### src/rtl/mole_detector_if.sv
// Signal bundle between the mole tracker and its neighbours: spawn/edge inputs in,
// LED mask, active count and hit/miss event pulses out.
interface mole_detector_if #(
  parameter int unsigned WIDTH = 18
);
  logic             spawn;
  logic [4:0]       spawn_idx;
  logic [WIDTH-1:0] edge_detect;
  logic [WIDTH-1:0] mole_mask;
  logic             hit_pulse;
  logic             miss_pulse;
  logic [4:0]       active_count;

  // Master drives spawn requests and switch edges; slave is the tracker itself.
  modport master (
    output spawn,
    output spawn_idx,
    output edge_detect,
    input  mole_mask,
    input  hit_pulse,
    input  miss_pulse,
    input  active_count
  );

  modport slave (
    input  spawn,
    input  spawn_idx,
    input  edge_detect,
    output mole_mask,
    output hit_pulse,
    output miss_pulse,
    output active_count
  );
endinterface

### src/rtl/mole_detector.sv
// Per-hole mole tracker: raises moles on spawn, ages them on prescaler ticks and turns
// switch edges into hit/miss events that are drained one pulse per cycle.
module mole_detector #(
  parameter int unsigned WIDTH       = 18,
  parameter int unsigned TICK_CYCLES = 50000000,
  parameter int unsigned LIFE_TICKS  = 3
) (
  input  logic           clk,
  input  logic           rst,
  mole_detector_if.slave bus
);

  localparam int unsigned PrescW  = (TICK_CYCLES > 1) ? $clog2(TICK_CYCLES) : 1;
  localparam int unsigned PendMax = 63;
  // Wide enough for a full pending counter plus one event per hole.
  localparam int unsigned SumW    = $clog2(PendMax + WIDTH + 1);

  localparam logic [PrescW-1:0] PrescLast = PrescW'(TICK_CYCLES - 1);
  localparam logic [3:0]        LifeInit  = 4'(LIFE_TICKS);
  localparam logic [SumW-1:0]   PendCap   = SumW'(PendMax);

  function automatic logic [SumW-1:0] popcnt(input logic [WIDTH-1:0] v);
    logic [SumW-1:0] cnt;
    cnt = '0;
    for (int i = 0; i < WIDTH; i++) begin
      cnt = cnt + SumW'(v[i]);
    end
    return cnt;
  endfunction

  logic [PrescW-1:0] presc_q, presc_d;
  logic              tick;

  logic [WIDTH-1:0]  mole_mask_q, mole_mask_d;
  logic [3:0]        life_q [WIDTH];
  logic [3:0]        life_d [WIDTH];

  logic [5:0]        hit_pend_q, hit_pend_d;
  logic [5:0]        miss_pend_q, miss_pend_d;
  logic              hit_pulse_q, hit_pulse_d;
  logic              miss_pulse_q, miss_pulse_d;
  logic [4:0]        active_count_q, active_count_d;

  logic              spawn_ok;
  logic [WIDTH-1:0]  spawn_vec;
  logic [WIDTH-1:0]  hit_vec;
  logic [WIDTH-1:0]  miss_vec;
  logic [WIDTH-1:0]  escape_vec;

  logic [SumW-1:0]   hit_sum, miss_sum;
  logic [SumW-1:0]   hit_left, miss_left;

  // Lifetime prescaler.
  always_comb begin
    tick    = (presc_q == PrescLast);
    presc_d = tick ? '0 : presc_q + PrescW'(1);
  end

  // Per-hole evaluation against the mask registered at the start of the cycle.
  always_comb begin
    spawn_ok    = bus.spawn && (32'(bus.spawn_idx) < WIDTH);
    spawn_vec   = '0;
    hit_vec     = '0;
    miss_vec    = '0;
    escape_vec  = '0;
    mole_mask_d = '0;
    for (int j = 0; j < WIDTH; j++) begin
      life_d[j]     = life_q[j];
      spawn_vec[j]  = spawn_ok && (bus.spawn_idx == 5'(j)) && !mole_mask_q[j];
      hit_vec[j]    = bus.edge_detect[j] && mole_mask_q[j];
      miss_vec[j]   = bus.edge_detect[j] && !mole_mask_q[j];
      // A hit on the expiry tick wins; the edge suppresses the escape.
      escape_vec[j] = tick && mole_mask_q[j] && (life_q[j] == 4'd1) && !bus.edge_detect[j];
      mole_mask_d[j] = spawn_vec[j] || (mole_mask_q[j] && !hit_vec[j] && !escape_vec[j]);
      if (spawn_vec[j]) begin
        life_d[j] = LifeInit;
      end else if (tick && mole_mask_q[j] && (life_q[j] > 4'd1)) begin
        life_d[j] = life_q[j] - 4'd1;
      end
    end
  end

  // Event buffering: every event becomes exactly one pulse, one per cycle.
  always_comb begin
    hit_sum      = SumW'(hit_pend_q) + popcnt(hit_vec);
    miss_sum     = SumW'(miss_pend_q) + popcnt(miss_vec | escape_vec);
    hit_pulse_d  = (hit_sum != '0);
    miss_pulse_d = (miss_sum != '0);
    hit_left     = hit_sum - SumW'(hit_pulse_d);
    miss_left    = miss_sum - SumW'(miss_pulse_d);
    hit_pend_d   = (hit_left > PendCap) ? 6'(PendMax) : hit_left[5:0];
    miss_pend_d  = (miss_left > PendCap) ? 6'(PendMax) : miss_left[5:0];
    active_count_d = 5'(popcnt(mole_mask_d));
  end

  always_ff @(posedge clk) begin
    if (rst) begin
      presc_q        <= '0;
      mole_mask_q    <= '0;
      life_q         <= '{default: 4'd0};
      hit_pend_q     <= '0;
      miss_pend_q    <= '0;
      hit_pulse_q    <= 1'b0;
      miss_pulse_q   <= 1'b0;
      active_count_q <= '0;
    end else begin
      presc_q        <= presc_d;
      mole_mask_q    <= mole_mask_d;
      life_q         <= life_d;
      hit_pend_q     <= hit_pend_d;
      miss_pend_q    <= miss_pend_d;
      hit_pulse_q    <= hit_pulse_d;
      miss_pulse_q   <= miss_pulse_d;
      active_count_q <= active_count_d;
    end
  end

  assign bus.mole_mask    = mole_mask_q;
  assign bus.hit_pulse    = hit_pulse_q;
  assign bus.miss_pulse   = miss_pulse_q;
  assign bus.active_count = active_count_q;

endmodule

### src/flat_wrapper.sv
// flat-port wrapper written by rule: the top's interface ports become plain ports
module mole_detector_flat 
#(
  parameter int unsigned WIDTH       = 18,
  parameter int unsigned TICK_CYCLES = 50000000,
  parameter int unsigned LIFE_TICKS  = 3
)
  (clk, rst, bus_spawn, bus_spawn_idx, bus_edge_detect, bus_mole_mask, bus_hit_pulse, bus_miss_pulse, bus_active_count);
  mole_detector_if #(.WIDTH(WIDTH)) bus_i ();
  input  logic clk;
  input  logic rst;
  input wire logic [$bits(bus_i.spawn)-1:0] bus_spawn;
  input wire logic [$bits(bus_i.spawn_idx)-1:0] bus_spawn_idx;
  input wire logic [$bits(bus_i.edge_detect)-1:0] bus_edge_detect;
  output wire logic [$bits(bus_i.mole_mask)-1:0] bus_mole_mask;
  output wire logic [$bits(bus_i.hit_pulse)-1:0] bus_hit_pulse;
  output wire logic [$bits(bus_i.miss_pulse)-1:0] bus_miss_pulse;
  output wire logic [$bits(bus_i.active_count)-1:0] bus_active_count;
  assign bus_i.spawn = bus_spawn;
  assign bus_i.spawn_idx = bus_spawn_idx;
  assign bus_i.edge_detect = bus_edge_detect;
  assign bus_mole_mask = bus_i.mole_mask;
  assign bus_hit_pulse = bus_i.hit_pulse;
  assign bus_miss_pulse = bus_i.miss_pulse;
  assign bus_active_count = bus_i.active_count;
  mole_detector #(.WIDTH(WIDTH), .TICK_CYCLES(TICK_CYCLES), .LIFE_TICKS(LIFE_TICKS)) u_core (.clk(clk), .rst(rst), .bus(bus_i));
endmodule
### config.mk
export PLATFORM = sky130hd
export DESIGN_NAME = mole_detector_flat
export DESIGN_NICKNAME = d
export VERILOG_FILES = /design/src/rtl/mole_detector_if.sv /design/src/rtl/mole_detector.sv /design/src/flat_wrapper.sv
export SDC_FILE = /design/constraint.sdc
export NUM_CORES = 1
export LEC_CHECK = 0
export CORE_MARGIN = 2
export CORE_UTILIZATION = 45
export DETAILED_ROUTE_END_ITERATION = 12
export PLACE_DENSITY = 0.71
export RECOVER_POWER = 100
export REMOVE_ABC_BUFFERS = 1
export SYNTH_ARGS = -nofsm -noshare
export SYNTH_HDL_FRONTEND = slang
export SYNTH_SLANG_ARGS = --single-unit
### constraint.sdc
create_clock -name clk -period 6.72 [get_ports clk]
set_input_delay 1.008 -clock clk [delete_from_list [all_inputs] [get_ports clk]]
set_output_delay 1.008 -clock clk [all_outputs]
set_load 0.005 [all_outputs]
# Word-level counts from Yosys, hierarchy flattened
# Cells that the tools add are included.
# totals
out_inout_bits,25
ff_bits,135
word_cells,524
# op_classes
muxes,38
n_bitwise,1
n_reduce_logical,311
n_addsub,74
magnitude_cmp,21
eq_ne,36
# op_table
op,n
adder 7 x 1 -> 7 bit,32
logical AND 1 bit,181
adder 5 x 1 -> 5 bit,16
"equality test 4 x 1 -> 1 bit, second input constant",18
"greater-than comparator 4 x 1 -> 1 bit, second input constant",18
logical NOT 1 bit,72
two-way mux 2 bit,36
"subtractor 4 x 1 -> 4 bit, second input constant",18
"equality test 5 x 4 -> 1 bit, second input constant",8
OR reduction 2 bit,19
nonzero test 2 bit,18
"adder 26 x 1 -> 26 bit, second input constant",1
"equality test 26 bit, second input constant",1
"equality test 5 x 3 -> 1 bit, second input constant",4
logical OR 1 bit,18
OR 18 bit,1
adder 6 x 7 -> 7 bit,2
"greater-than comparator 7 x 6 -> 1 bit, second input constant",2
nonzero test 7 bit,2
subtractor 7 x 1 -> 7 bit,2
two-way mux 6 bit,2
"equality test 5 x 2 -> 1 bit, second input constant",2
"equality test 5 bit, second input constant",2
adder 1 x 1 -> 2 bit,3
3 further kinds,3

# Logic depth before layout (Yosys ltp)
# Gate-level depths: netlist of run 1.
# logic_depth
depth_word,27
depth_mapped,33

# Worst setup path after synthesis of run 1
# Ideal clock, no wire load.
# synth_timing
path_kind,flip-flop to flip-flop
from,register u_core.presc_q[0]
to,register u_core.miss_pend_q[5]
t_required_ps,6586
synth_period_minus_slack_ps,7449
setup_time_ps,134
stages_incl_launch_ff,34
slack_ps,-729
path_buffers,1
arrival_ps,7315
cell_sequence,dfxtp_1 ha_1 and3_1 clkbuf_1 nand4_4 nor3_2 and3_1 nand3_1 o21ai_0 ha_1 inv_1 fa_1 inv_1 fa_1 fa_1 inv_1 fa_1 fa_1 inv_1 ha_1 inv_1 fa_1 nand2b_1 a2111o_1 o211ai_1 nor2_1 nand3_1 ha_1 ha_1 inv_1 a211o_1 or3_1 a211oi_1 nor4_1
# synth_between
elab_chain_len,27
# synth_lines
item,line_no,rtl
from (decl),mole_detector.sv:31,"logic [PrescW-1:0] presc_q, presc_d;"
from (signal assigned),mole_detector.sv:107,presc_q <= presc_d;
equality test 26 bit (*),mole_detector.sv:55,tick = (presc_q == PrescLast);
logical AND 1 bit (3 in series),mole_detector.sv:73,escape_vec[j] = tick && mole_mask_q[j] && (life_q[j] == 4'd1) && !bus.edge_detect[j];
OR 18 bit (*),mole_detector.sv:86,miss_sum = SumW'(miss_pend_q) + popcnt(miss_vec | escape_vec);
adder 1 x 1 -> 2 bit,mole_detector.sv:26,cnt = cnt + SumW'(v[i]);
adder 7 x 1 -> 7 bit (15 in series),mole_detector.sv:26,
adder 7 x 1 -> 7 bit (*),mole_detector.sv:26,
adder 6 x 7 -> 7 bit (*),mole_detector.sv:86,
nonzero test 7 bit (*),mole_detector.sv:88,miss_pulse_d = (miss_sum != '0);
via u_core.miss_pulse_d,mole_detector.sv:41,"logic miss_pulse_q, miss_pulse_d;"
subtractor 7 x 1 -> 7 bit (*),mole_detector.sv:90,miss_left = miss_sum - SumW'(miss_pulse_d);
greater-than comparator 7 x 6 -> 1 bit,mole_detector.sv:92,miss_pend_d = (miss_left > PendCap) ? 6'(PendMax) : miss_left[5:0];
two-way mux 6 bit (*),mole_detector.sv:92,
to (signal assigned),mole_detector.sv:111,miss_pend_q <= miss_pend_d;
to (decl),mole_detector.sv:39,"logic [5:0] miss_pend_q, miss_pend_d;"
# Mark *: on every way through the listed nets, which the timed path passes. The rest lies on a longest branch.
# A chain may end at the register's enable or synchronous reset.

# Worst setup path in the final report of run 1
# layout_timing
from,register u_core.presc_q[24]
to,register u_core.miss_pend_q[5]
# Same word-level chain as after synthesis.

==> flow_metrics.py, run 1 <==
metrics = {
    "grt": {
        "grt_overflow_total": 0,
        "met1_usage_pct": 26.2,
        "met2_usage_pct": 36.7,
        "grtUsageMet3_pct": 4.08,
        "grt_max_degree": 66,
        "antenna_found_initial": 0,
        "grt.busiest_layer": "met2",
        "grt_pass1_vias": 7613,
        "grt_usage_pct": 21.3,
        "grt_pass1_wl_mm": 36.5,
    },
    "cts": {
        "cts-root-buf": "clkbuf_16",
        "numCtsBuffers": 17,
        "clockBufferDepth": 2,
        "cts_hold_buf": 0,
        "clk_pin_slew_worst_paths_ns": 0.06,
        "clkSinkCount": 135,
        "clock_latency_ns": 0.43,
        "cts_tree": "done",
        "ctsHtreeMaxLevel": 4,
    },
    "critical_path": {
        "ff2ff_path_depth": 31,
        "crit_type": "reg -> reg",
        "r2r_start": "u_core.presc_q[24]",
        "cp.required_ns": 7.00,
        "max_stage_delay_ns": 0.56,
        "crit_path_start": "u_core.presc_q[24]",
        "end_kind": "flop",
        "r2r_slack_ns": -0.53,
        "critPathLaunchType": "flop",
        "critical_path_arrival_ns": 7.53,
        "cp_num_buf_inv": 6,
        "cpLargestDelayFamily": "adder cells",
        "cp_slowest_cell": "fa_1",
        "crit_fanout": 4,
        "r2r_end": "u_core.miss_pend_q[5]",
    },
    "detailed_routing": {
        "drt-total-wl_mm": 22.1,
        "viasPerCell": 5.22,
        "wl_per_cell_um": 15.1,
        "ant_nets": 0,
        "first_pass_iters": 6,
        "drt_iter0_drc": 415,
        "dr_total_vias": 7667,
        "drc": 0,
    },
    "cells_and_area": {
        "antennaDiodeCount": 0,
        "nets": 1340,
        "fin_area_sq_um": 11100,
        "stdcell_count": 1470,
        "n_fill_cell": 1799,
        "area_growth_pct": 22.9,
        "drive_above_1_share_pct": 15.6,
    },
    "synth": {
        "ys.flop_type": "dfxtp_1",
        "syn_area_per_cell_sq_um": 8.66,
        "synth-seq-cells": 135,
        "synth_edf_count": 0,
        "yosysWarnings": 0,
        "ys_types": 49,
        "ys_seq_area_share_pct": 30.0,
        "async_reset_ff_share_pct": 0,
        "syn-cell-area_sq_um": 9000,
        "synth_cells": 1040,
    },
    "run": {
        "drv_cap": 0,
    },
    "sta": {
        "fin_crit_ns": 7.25,
        "slew_viol_final": 0,
        "setup_viol": 5,
        "rsz0062_at_grt": "yes",
        "period_share_pct": 108,
        "worst_slew_pin_slew_ns": 1.43,
        "hold_viol": 0,
        "max_slew_margin_pct": 4.69,
        "fin_skew_ns": 0.00975,
        "finalWorstSetupSlack_ns": -0.529,
        "fmax_mhz": 138,
    },
    "min_path": {
        "hold_depth": 2,
        "hp-class": "reg -> reg",
        "hold_start": "u_core.presc_q[22]",
        "min_to": "u_core.presc_q[22]",
    },
    "status": {
        "violations": "negative setup slack",
        "status": "finished with violations",
    },
    "die": {
        "core_sq_um": 19500,
        "ios": 51,
        "start_util_pct": 46.1,
        "die-height_um": 145,
        "rows": 51,
        "die_x_um": 145,
        "die_area_sq_um": 21200,
    },
    "power_and_ir_drop": {
        "clockPowerShare_pct": 24.0,
        "p_int_w": 0.00240,
        "ir_drop_uv": 295,
        "p_leak_nw": 4.63,
        "p_per_area_nw_per_um2": 335,
        "sequentialPowerShare_pct": 23.3,
        "swShare_pct": 35.1,
        "switchingPower_w": 0.00130,
        "pwr-share-comb_pct": 52.7,
    },
    "placement": {
        "dp.cells": 1424,
        "numPortBuffers": 50,
        "detailed_place.area_sq_um": 10400,
        "dp_hpwl_mm": 16.0,
        "globalplace.congestion": 0.837,
    },
}
## power groups by stage
stage	logic (W)	registers, W	clock network (W)
3_5_place_dp	0.00158	0.000883	0
4_1_cts	0.00173	0.000866	0.000901
3_3_place_gp	0.00156	0.000883	0
2_1_floorplan	0.000905	0.000879	0
6_report	0.00195	0.000865	0.000889
5_1_grt	0.00216	0.000869	0.000936
## placed cells by master (no fill, tap or decap), drive strengths merged, types with 2 or more instances in the layout
cell type / instances
a211oi: 4
or3: 22
clkinvlp: 2
nor4: 21
nand2: 101
nand4: 6
nor2: 77
and2: 6
clkdlybuf4s50: 26
nor2b: 36
o21ai: 38
o211ai: 2
and4: 4
and3: 13
fa: 36
o311ai: 2
dlygate4sd3: 22
xnor2: 37
a31oi: 12
nand2b: 4
a21oi: 55
a221oi: 2
o31ai: 18
xor2: 57
o21a: 2
or2: 3
mux2: 3
nand3: 23
a21o: 7
buf: 106
clkinv: 7
ha: 86
clkbuf: 27
o21bai: 3
dfxtp: 135
nor3: 83
nor3b: 11
inv: 96
## worst register-to-register path: cells and delay by family, from the launching register on
family	cells	cell delay (ns)
compound gates	5	1.04
fa+ha+maj	10	3.56
buf+inv	6	0.27
flops	1	0.32
simple gates	10	1.92
## per-layer routing
layer,part of all wire (%),vias to the layer above
met5,0,-
met4,2.8,0
met3,3.6,47
met2,49,134
met1,45,3647
li1,-,3839
## worst max path at each step
stage / cells after the start / to
final: 31 / u_core.miss_pend_q[5]
after global routing: 31 / u_core.miss_pend_q[5]
after CTS: 31 / u_core.miss_pend_q[5]
after detailed placement: 29 / u_core.miss_pend_q[5]
after global placement: 29 / u_core.miss_pend_q[5]
after floorplan: 31 / u_core.miss_pend_q[5]
## final cells by class
cell class                      count  area (sq um)  share of cell area (%)
Clock buffer                       21           450                    4.07
Clock inverter                     11           100                   0.904
Inverter                           95           357                    3.22
Multi-Input combinational cell    782          5810                    52.5
Sequential cell                   135          2710                    24.5
Tap cell                          265           332                    3.00
Timing Repair Buffer              161          1320                    11.9
## logic make-up after synthesis
group           share of synthesized area (%)
compound gates                           9.82
xor+xnor                                 9.14
fa+ha+maj                                20.0
buf+inv                                  5.46
flops                                    30.0
mux                                     0.375
simple gates                             25.2
## cells in the mapped netlist (7+ instances only)
cell type	number	area (sq um)
a31oi_1	12	75.1
nand2_1	101	379
a21oi_1	55	275
xor2_1	57	499
or3_1	22	138
nand3_1	23	115
o21ai_0	38	190
nor2b_1	36	225
dfxtp_1	135	2700
inv_1	95	357
xnor2_1	37	324
and3_1	13	81.3
nor2_1	77	289
a21o_1	7	52.6
nor3b_1	11	82.6
nor4_4	10	213
o31ai_1	18	135
fa_1	36	721
nor3_1	82	410
clkbuf_1	16	60.1
nor4_2	9	113
ha_1	86	1080
## per-stage QoR
| stage | utilization [%] | setup WS [ns] | hold slack, ns | TNS (ns) | total power, W |
|---|---|---|---|---|---|
| after global placement | 53.4 | -0.996 | 0.495 | -6.93 | 0.00244 |
| after global routing | 56.7 | -0.876 | 0.566 | -4.49 | 0.00396 |
| after floorplan | - | -2.03 | 0.426 | -11.75 | 0.00178 |
| final | 56.7 | -0.529 | 0.517 | -2.45 | 0.00370 |
| after CTS | 57.0 | -0.460 | 0.522 | -2.02 | 0.00350 |
| after detailed placement | 53.4 | -1.10 | 0.508 | -7.89 | 0.00246 |
## sequential cells by signal, summed over array words and instances (netlist names)
register and flops:
u_core.life_q 72, u_core.presc_q 26, u_core.bus.mole_mask 18, u_core.hit_pend_q 6, u_core.miss_pend_q 6, u_core.bus.active_count 5, u_core.bus.hit_pulse 1, u_core.bus.miss_pulse 1
## timing repair
action | 4_1_cts | 5_1_grt
pin swaps | 27 | 34
setup endpoints to repair | 10 | 12
gates resized for setup | 24 | 30
hold endpoints to repair | 0 | 0
buffers inserted | 8 | 7
No activity file was read; power rests on OpenSTA's default activity.
==> inputs of run 2 (changes only) <==
Settings changed: CAP_MARGIN set to 20.
==> results of run 2 <==
Same layout as run 1: the final DEF is identical, and so are final timing and power.
